### src/rtl/ram_port_arbiter.sv
// Round-robin arbiter that shares one single-port registered RAM between a writer
// and a reader, managing the RAM as a circular buffer with full/empty/overflow status.
module ram_port_arbiter #(
    parameter int ADDR_W = 4,
    parameter int DATA_W = 8
) (
    input  logic              clk,
    input  logic              rst,
    input  logic              wr_req,
    input  logic [DATA_W-1:0] wr_data,
    output logic              wr_gnt,
    input  logic              rd_req,
    output logic              rd_gnt,
    output logic              rd_valid,
    output logic [DATA_W-1:0] rd_data,
    input  logic              ovf_clr,
    output logic              overflow,
    output logic              full,
    output logic              empty,
    output logic [ADDR_W:0]   level,
    output logic [1:0]        state,
    output logic              ram_we,
    output logic [ADDR_W-1:0] ram_addr,
    output logic [DATA_W-1:0] ram_wdata,
    input  logic [DATA_W-1:0] ram_rdata
);

    localparam int DEPTH = 1 << ADDR_W;
    localparam logic [ADDR_W:0] FULL_LVL = DEPTH[ADDR_W:0];

    typedef enum logic [1:0] {
        IDLE = 2'd0,
        WR   = 2'd1,
        RD   = 2'd2,
        RDW  = 2'd3
    } state_t;

    state_t            st_q;
    state_t            st_nxt;
    logic [ADDR_W-1:0] wptr;
    logic [ADDR_W-1:0] rptr;
    logic              last_wr;
    logic              wr_ok;
    logic              rd_ok;
    logic              go_wr;
    logic              go_rd;
    logic              ovf_set;

    // Arbitration: decisions are only made in IDLE, so every grant is a
    // registered pulse that lines up with the WR/RD state it belongs to.
    always_comb begin
        st_nxt  = st_q;
        wr_ok   = wr_req & ~full;
        rd_ok   = rd_req & ~empty;
        go_wr   = 1'b0;
        go_rd   = 1'b0;
        ovf_set = 1'b0;
        case (st_q)
            IDLE: begin
                ovf_set = wr_req & full;
                if (wr_ok && rd_ok) begin
                    go_wr = ~last_wr;
                    go_rd = last_wr;
                end else begin
                    go_wr = wr_ok;
                    go_rd = rd_ok;
                end
                if (go_wr) begin
                    st_nxt = WR;
                end else if (go_rd) begin
                    st_nxt = RD;
                end
            end
            WR:      st_nxt = IDLE;
            RD:      st_nxt = RDW;
            RDW:     st_nxt = IDLE;
            default: st_nxt = IDLE;
        endcase
    end

    always_ff @(posedge clk or posedge rst) begin
        if (rst) begin
            st_q <= IDLE;
        end else begin
            st_q <= st_nxt;
        end
    end

    // RAM port drive: address and write data are set up on entry to WR/RD and
    // then held, so the macro sees stable inputs outside the access cycle.
    always_ff @(posedge clk or posedge rst) begin
        if (rst) begin
            wr_gnt    <= 1'b0;
            rd_gnt    <= 1'b0;
            ram_we    <= 1'b0;
            ram_addr  <= '0;
            ram_wdata <= '0;
        end else begin
            wr_gnt <= go_wr;
            rd_gnt <= go_rd;
            ram_we <= go_wr;
            if (go_wr) begin
                ram_addr  <= wptr;
                ram_wdata <= wr_data;
            end else if (go_rd) begin
                ram_addr <= rptr;
            end
        end
    end

    // Read return: the RAM answers one cycle after RD, captured during RDW.
    always_ff @(posedge clk or posedge rst) begin
        if (rst) begin
            rd_valid <= 1'b0;
            rd_data  <= '0;
        end else begin
            rd_valid <= (st_q == RDW);
            if (st_q == RDW) begin
                rd_data <= ram_rdata;
            end
        end
    end

    // Pointer and occupancy bookkeeping commits as each access completes.
    always_ff @(posedge clk or posedge rst) begin
        if (rst) begin
            wptr    <= '0;
            rptr    <= '0;
            level   <= '0;
            full    <= 1'b0;
            empty   <= 1'b1;
            last_wr <= 1'b0;
        end else if (st_q == WR) begin
            wptr    <= wptr + 1'b1;
            level   <= level + 1'b1;
            full    <= ((level + 1'b1) == FULL_LVL);
            empty   <= 1'b0;
            last_wr <= 1'b1;
        end else if (st_q == RD) begin
            rptr    <= rptr + 1'b1;
            level   <= level - 1'b1;
            full    <= 1'b0;
            empty   <= (level == {{ADDR_W{1'b0}}, 1'b1});
            last_wr <= 1'b0;
        end
    end

    // Sticky overflow; a new overflow in the same cycle as a clear must not be lost.
    always_ff @(posedge clk or posedge rst) begin
        if (rst) begin
            overflow <= 1'b0;
        end else if (ovf_set) begin
            overflow <= 1'b1;
        end else if (ovf_clr) begin
            overflow <= 1'b0;
        end
    end

    assign state = st_q;

endmodule

### config.mk
export PLATFORM = sky130hd
export DESIGN_NAME = ram_port_arbiter
export DESIGN_NICKNAME = d
export VERILOG_FILES = /design/src/rtl/ram_port_arbiter.sv
export SDC_FILE = /design/constraint.sdc
export NUM_CORES = 1
export LEC_CHECK = 0
export CORE_MARGIN = 8
export CORE_UTILIZATION = 45
export CTS_CLUSTER_SIZE = 30
export DETAILED_ROUTE_END_ITERATION = 10
export GPL_ROUTABILITY_DRIVEN = 1
export PLACE_DENSITY = 0.84
export SYNTH_ARGS = -nofsm -noshare
export SYNTH_HDL_FRONTEND = slang
export SYNTH_SLANG_ARGS = --single-unit
### constraint.sdc
create_clock -name clk -period 1.8 [get_ports clk]
set_input_delay 0.36 -clock clk [delete_from_list [all_inputs] [get_ports clk]]
set_output_delay 0.36 -clock clk [all_outputs]
set_load 0.05 [all_outputs]
==> impl_metrics.ini, run 1 <==
[timing]
period_minus_slack_ns = 1.627
final-max-slew-violation-count = 0
fin_ws_ns = 0.1729
finalSetupTns_ns = 0
worstMarginPinSlew_ns = 0.3900
hold_viol = 0
fmax_mhz = 614.6
slew_headroom_pct = 74.00
rsz0062_at_grt = false
skew_ns = 0.005930
min_period_over_period_pct = 90.40
setup_viol = 0

[critical_path]
cp.required_ns = 1.99
crit_chain = inv_1 -> ha_2 -> nand3b_4 -> nor2_8 -> mux2_4
worst-path-max-fanout = 9
slowest_delay_ns = 0.45
cp.arrival_ns = 1.81
critPathKind = register to register
cpLargestDelayFamily = flip-flops
slowest_stage = dfrtp_2
end_kind = register
worstPathBufferInverterCount = 1
critPathLaunchType = register

[grt]
grt_max_degree = 19
antenna_found_initial = 0
grt_pass1_wl_um = 7610
grt-ovfl-total = 0
grt_pass1_vias = 1487
grt_use_total_pct = 13.26

[route]
dr.pass1.iters = 5
drcViolationCount = 0
vias_per_cell = 5.351
num_vias = 1477
first_iter_violations = 58
ant_nets = 0
wl_per_cell_um = 16.12
routed_wl_um = 4449

[final_layout]
nNetsFinal = 254
final_common_cell = dfrtp_1
final_cells = 276
diodes = 0
final_cell_mix = dfrtp_1 (39), buf_4 (38), clkdlybuf4s50_1 (20)
fin_area_um2 = 2728
area_growth_pct = 33.82
drive_gt1_share_pct = 35.27

[clock_tree]
htreeDepth = 2
post_cts_resized = 0
cts_hold_buf = 0
cts_tree = yes
cts_sinks = 42
clk_path_buf_depth = 2
insertion_delay_ns = 0.30
ctsRootBufferMaster = clkbuf_8
post_cts_buffers = 0
clk_pin_slew_ns = 0.08
numCtsBuffers = 5

[yosys]
synth_area_leader_cell = dfrtp_1
synth.avg_cell_area_um2 = 12.66
synthSimpleGateAreaFrac_pct = 12.09
synthMuxAreaShare_pct = 13.08
yosysTopAreaCellShare_pct = 50.34
async_reset_ff_share_pct = 100.0
ys.flop_type = dfrtp_1
synth-edff-count = 0
synth_area_um2 = 2038
synth_compound_gate_area_share_pct = 7.673
netlist_instances = 161
ys_seq_elements = 42
synth_warnings = 0
synth_fa_ha_area_share_pct = 6.139
synth_xor_area_share_pct = 5.157
synth_area_leaders = dfrtp_1 (50%), mux2_2 (7.2%), ha_1 (6.1%)
seq_area_frac_synth_pct = 51.63
yosys.cell_types.count = 39
syn_nets = 192
synth_top_family_by_area = multiplexers

[place]
post_dp_cell_area_um2 = 2630
dpl_worst_slack_ns = 0.01031
port_buffers = 54
globalplace.congestion = 0.9140
dpl.cell_count = 268
post-dp-hpwl_um = 3412

[floorplan]
start_util_pct = 46.81
io_pins = 55
die_h_um = 83.30
dieArea_um2 = 6939
fp.dieW_um = 83.30
rows = 24
coreArea_um2 = 4354

[outcome]
status = complete, no violations

[run]
cap_violations = 0

[min_path]
min_path_type = input pin to asynchronous set/reset pin
[logic make-up (layout without fill, tap and decap cells)]
kind of cell,Yosys count,count (layout)
compound gates,23,23
flops,42,42
fa+ha+maj,10,10
mux,21,21
xor+xnor,12,12
buf+inv,19,82
simple gates,34,34
[layout make-up]
class                      instances  area, µm²
inverter                          12      45.04
multi-input combinational        100      902.1
tap                               52      65.06
clock inverter                     2      12.51
sequential                        42       1055
fill                             339       1627
timing repair buffer              62      565.5
clock buffer                       6      82.58
[sequential cells by signal (all words and copies together) (netlist names)]
register,cells
rd_valid,1
empty,1
last_wr,1
state,2
overflow,1
ram_we,1
rd_data,8
ram_addr,4
level,5
rd_gnt,1
rptr,4
ram_wdata,8
full,1
wptr,4
[Yosys cell counts (2+ instances only)]
cell       n
dfrtp_1   41
mux2_2    13
inv_1     12
ha_1      10
o21ai_0    9
mux2_4     8
xnor2_1    8
nand2_1    6
a221oi_1   4
a22oi_1    4
and4b_1    4
xor2_1     4
nand2b_1   3
nand3_1    3
and4_1     2
buf_2      2
clkbuf_1   2
nand3b_1   2
nand4_1    2
nor3_1     2
nor4_1     2
[routing by layer]
| metal | wire, µm | vias up | global-route usage (%) |
|---|---|---|---|
| met5 | 0 | - | 0 |
| met4 | 64 | 0 | 4.313 |
| met3 | 323 | 10 | 5.273 |
| met2 | 2038 | 54 | 20.16 |
| met1 | 2022 | 718 | 16.69 |
| li1 | - | 695 | - |
[worst paths after layout]
path | start | end | slack (ns) | depth (start not counted)
setup / recovery | state[1] | ram_wdata[3] | 0.17 | 5
max in group asynchronous | rst | ram_wdata[4] | 0.92 | 3
hold reg to reg | rptr[3] | rptr[3] | 0.47 | 1
min in group clk | rptr[3] | rptr[3] | 0.47 | 1
hold / removal | rst | state[0] | 0.32 | 2
setup reg to reg | state[1] | ram_wdata[3] | 0.17 | 5
[through the flow]
| step | util [%] | hold WS (ns) |
|---|---|---|
| 6_report | 62.64 | 0.3186 |
| 4_1_cts | 62.59 | 0.3228 |
| 2_1_floorplan | - | 0.4391 |
| 3_5_place_dp | 60.40 | 0.4570 |
| 3_3_place_gp | 60.40 | 0.4622 |
| 5_1_grt | 62.64 | 0.3564 |
Power of run 1 is left out: the tool's default activity adds up to more than one toggle a clock period on the data nets, which glitch-free logic cannot reach.
==> run 2, diff against run 1 <==
Settings changed: CORE_MARGIN 8 to 2, GPL_TIMING_DRIVEN set to 0, SLEW_MARGIN set to 20.
==> impl_metrics.ini, run 2 (synthesis gave the netlist of run 1 again) <==
[outcome]
status = complete, no violations

[critical_path]
crit_chain = dlygate4sd2_1
cp.required_ns = 1.44
worst-path-max-fanout = 6
reg2reg_to = level[4]
cp.depth = 1
crit_path_end = empty
rrSetupSlack_ns = 0.15
r2r-start = state[0]
startpoint = empty
critPathKind = register to primary output
r2r_cells = 5
cp.arrival_ns = 1.40
slowest_delay_ns = 0.57
worstPathBufferInverterCount = 1
end_kind = primary output
critPathLaunchType = register
slowest_stage = dfstp_2
cpLargestDelayFamily = flip-flops

[grt]
grt_use_total_pct = 17.91
grt-ovfl-total = 0
grt_pass1_wl_um = 7003
grt_pass1_vias = 1428
grt_max_degree = 30
antenna_found_initial = 0

[clock_tree]
insertion_delay_ns = 0.29
post_cts_buffers = 0
ctsRootBufferMaster = clkbuf_8
numCtsBuffers = 5
cts_hold_buf = 0
clk_pin_slew_ns = 0.08
cts_tree = yes
htreeDepth = 2
cts_sinks = 42
clk_path_buf_depth = 2

[route]
wl_per_cell_um = 15.24
routed_wl_um = 4191
drcViolationCount = 0
vias_per_cell = 5.302
ant_nets = 0
first_iter_violations = 49
num_vias = 1458
dr.pass1.iters = 4

[place]
globalplace.congestion = 0.7759
post_dp_cell_area_um2 = 2666
port_buffers = 54
post-dp-hpwl_um = 3092

[floorplan]
rows = 24
die_h_um = 71.30
dieArea_um2 = 5084
coreArea_um2 = 4354
io_pins = 55
start_util_pct = 46.81
fp.dieW_um = 71.30

[final_layout]
fin_area_um2 = 2714
final_common_cell = dfrtp_1
diodes = 0
drive_gt1_share_pct = 20.18
nNetsFinal = 253
final_cell_mix = dfrtp_1 (39), dlygate4sd2_1 (33), clkdlybuf4s50_1 (20)
area_growth_pct = 33.15
top_regs = ram_wdata x8, rd_data x8, level x5

[timing]
slew_headroom_pct = 65.84
period_minus_slack_ns = 1.760
rsz0062_at_grt = false
final-max-slew-violation-count = 0
worstMarginPinSlew_ns = 0.5145
setup_viol = 0
finalSetupTns_ns = 0
min_period_over_period_pct = 97.79
skew_ns = 0.006619
fmax_mhz = 568.1
hold_viol = 0

[min_path]
min_path_type = input pin to asynchronous set/reset pin

[run]
cap_violations = 0
-- run 2: per-layer routing --
metal	global-route usage (%)	vias to the layer above	part of all wire, %
met1	22.47	718	43
li1	-	689	-
met3	5.063	6	6.1
met5	0	-	0
met4	6.289	0	1.6
met2	29.73	45	49
-- run 2: how the worst min path moves through the flow --
stage | startpoint | endpoint | slack [ns] | depth (start not counted)
5_1_grt | rst | rd_valid | 0.36 | 2
3_5_place_dp | rptr[3] | rptr[3] | 0.47 | 1
2_1_floorplan | wptr[3] | wptr[3] | 0.44 | 1
6_report | rst | rd_valid | 0.34 | 2
4_1_cts | rst | rd_data[5] | 0.35 | 2
3_3_place_gp | wptr[3] | wptr[3] | 0.46 | 1
-- run 2: cell type report --
type,instances,area [µm²]
Timing Repair Buffer,55,514.2
Multi-Input combinational cell,100,902.1
Clock inverter,2,12.51
Sequential cell,42,1055
Tap cell,52,65.06
Fill cell,341,1640
Buffer,6,37.54
Clock buffer,6,82.58
Inverter,12,45.04
-- run 2: metrics by stage --
stage                     std cells  hold WS [ns]  setup WS [ns]  utilization, %
after global placement          267        0.4571        -0.4714           60.78
after global routing            275        0.3627     0.00003009           62.33
final                           275        0.3443        0.03976           62.33
after CTS                       276        0.3455       0.007693           62.44
after floorplan                 161        0.4391         0.1153               -
after detailed placement        268        0.4657        -0.1088           61.24
-- run 2: timing repair --
action / 4_1_cts / 5_1_grt
gates resized for setup: 34 / 3
endpoints found under the hold margin: 0 / 0
setup endpoints to repair: 34 / 10
pin swaps: 0 / 0
Power of run 2 is left out for the same reason.
==> run 3, diff against run 2 <==
Settings changed: CORE_ASPECT_RATIO set to 1.1, SLEW_MARGIN 20 to not set.
==> impl_metrics.ini, run 3 (synthesis gave the netlist of run 1 again) <==
[grt]
grt_pass1_vias = 1434
grt_use_total_pct = 18.24
grt_pass1_wl_um = 6893
grt_max_degree = 43
grt-ovfl-total = 0
antenna_found_initial = 0

[floorplan]
io_pins = 55
rows = 25
start_util_pct = 47.22
coreArea_um2 = 4317
die_h_um = 74.59
fp.dieW_um = 68.17
dieArea_um2 = 5084

[outcome]
status = complete, no violations

[clock_tree]
ctsRootBufferMaster = clkbuf_8
cts_sinks = 42
numCtsBuffers = 5
insertion_delay_ns = 0.29
clk_pin_slew_ns = 0.08
clk_path_buf_depth = 2
htreeDepth = 2
cts_tree = yes

[run]
cap_violations = 0

[min_path]
hold_depth = 1
min_path_type = register to register
holdPathEnd = wptr[3]
hp-start = wptr[3]

[critical_path]
r2r_cells = 5
reg2reg_to = level[4]
slowest_delay_ns = 0.79
worstPathBufferInverterCount = 1
r2r-start = state[0]
worst-path-max-fanout = 1
rrSetupSlack_ns = 0.13
critPathLaunchType = register
cpLargestDelayFamily = buffers and inverters
slowest_stage = clkdlybuf4s50_1
startpoint = rd_valid
end_kind = primary output
crit_chain = clkdlybuf4s50_1
critPathKind = register to primary output
cp.required_ns = 1.44
cp.arrival_ns = 1.41

[route]
first_iter_violations = 58
routed_wl_um = 4167
vias_per_cell = 5.271
dr.pass1.iters = 4
num_vias = 1460
ant_nets = 0
wl_per_cell_um = 15.04
drcViolationCount = 0

[final_layout]
final_cell_mix = dfrtp_1 (39), dlygate4sd2_1 (29), clkdlybuf4s50_1 (21)
area_growth_pct = 33.33
final_common_cell = dfrtp_1
fin_area_um2 = 2718
top_regs = ram_wdata x8, rd_data x8, level x5
diodes = 0
nNetsFinal = 253
nFillCells = 347
regArea_um2 = 1055
drive_gt1_share_pct = 19.28
multiInputGateArea_um2 = 902.1

[timing]
hold_viol = 0
slew_headroom_pct = 43.36
worstMarginPinSlew_ns = 0.8484
setup_viol = 0
min_period_over_period_pct = 98.40
final-max-slew-violation-count = 0
fmax_mhz = 564.6
period_minus_slack_ns = 1.771
skew_ns = 0.004002
fin_ws_ns = 0.02880

[place]
dpl_worst_slack_ns = -0.09352
post-dp-hpwl_um = 2940
post_dp_cell_area_um2 = 2649
globalplace.congestion = 0.8151
port_buffers = 54
## run 3: changes by cell type in the layout (fill, tap and decap cells not counted)
cell             before  now
dlygate4sd2_1        33   29
dlymetal6s2s_1        0    3
buf_12                1    0
clkbuf_1              1    2
clkbuf_2              2    1
clkdlybuf4s15_1       0    1
clkdlybuf4s50_1      20   21
## run 3: final cells by class
cell class,count,share of cell area (%)
tap,54,2.486
clock inverter,2,0.4604
multi-input combinational,100,33.20
clock buffer,6,3.039
sequential,42,38.81
timing repair buffer,54,18.83
buffer,7,1.519
inverter,12,1.657
## run 3: metrics by stage
step                      util (%)   TNS (ns)  std cells  hold WS (ns)
after floorplan                  -          0        161        0.4391
after global placement       61.36     -15.44        269        0.4567
after detailed placement     61.36    -0.8539        269        0.4565
after CTS                    62.70          0        277        0.4710
after global routing         62.96  -0.005935        277        0.5072
final                        62.96          0        277        0.4689
## run 3: worst max path at each step
stage	slack, ns	cells past startpoint	end
global placement	-0.48	2	state[0]
finish	0.03	1	rd_valid
CTS	0.0004	1	rd_gnt
detailed placement	-0.09	4	ram_addr[1]
global route	-0.006	5	level[3]
floorplan	0.12	5	ram_wdata[0]
## run 3: timing repair
action	in CTS	in global routing
setup buffers	0	0
resized for setup	30	5
hold endpoints to repair	0	0
hold buffers	0	0
setup endpoints to repair	30	12
cloned	0	0
## run 3: worst register-to-register path, stage by stage (launching register included)
cell     delay (ns)
dfrtp_2        0.45
ha_1           0.26
buf_2          0.21
nor4b_1        0.33
o21ai_0        0.15
xnor2_1        0.16
## run 3: per-layer routing
metal	wire (µm)	global-route usage, %
met5	0	0
met4	63	6.667
met2	2070	30.96
met1	1765	22.37
met3	266	4.539
Power of run 3 is left out for the same reason.
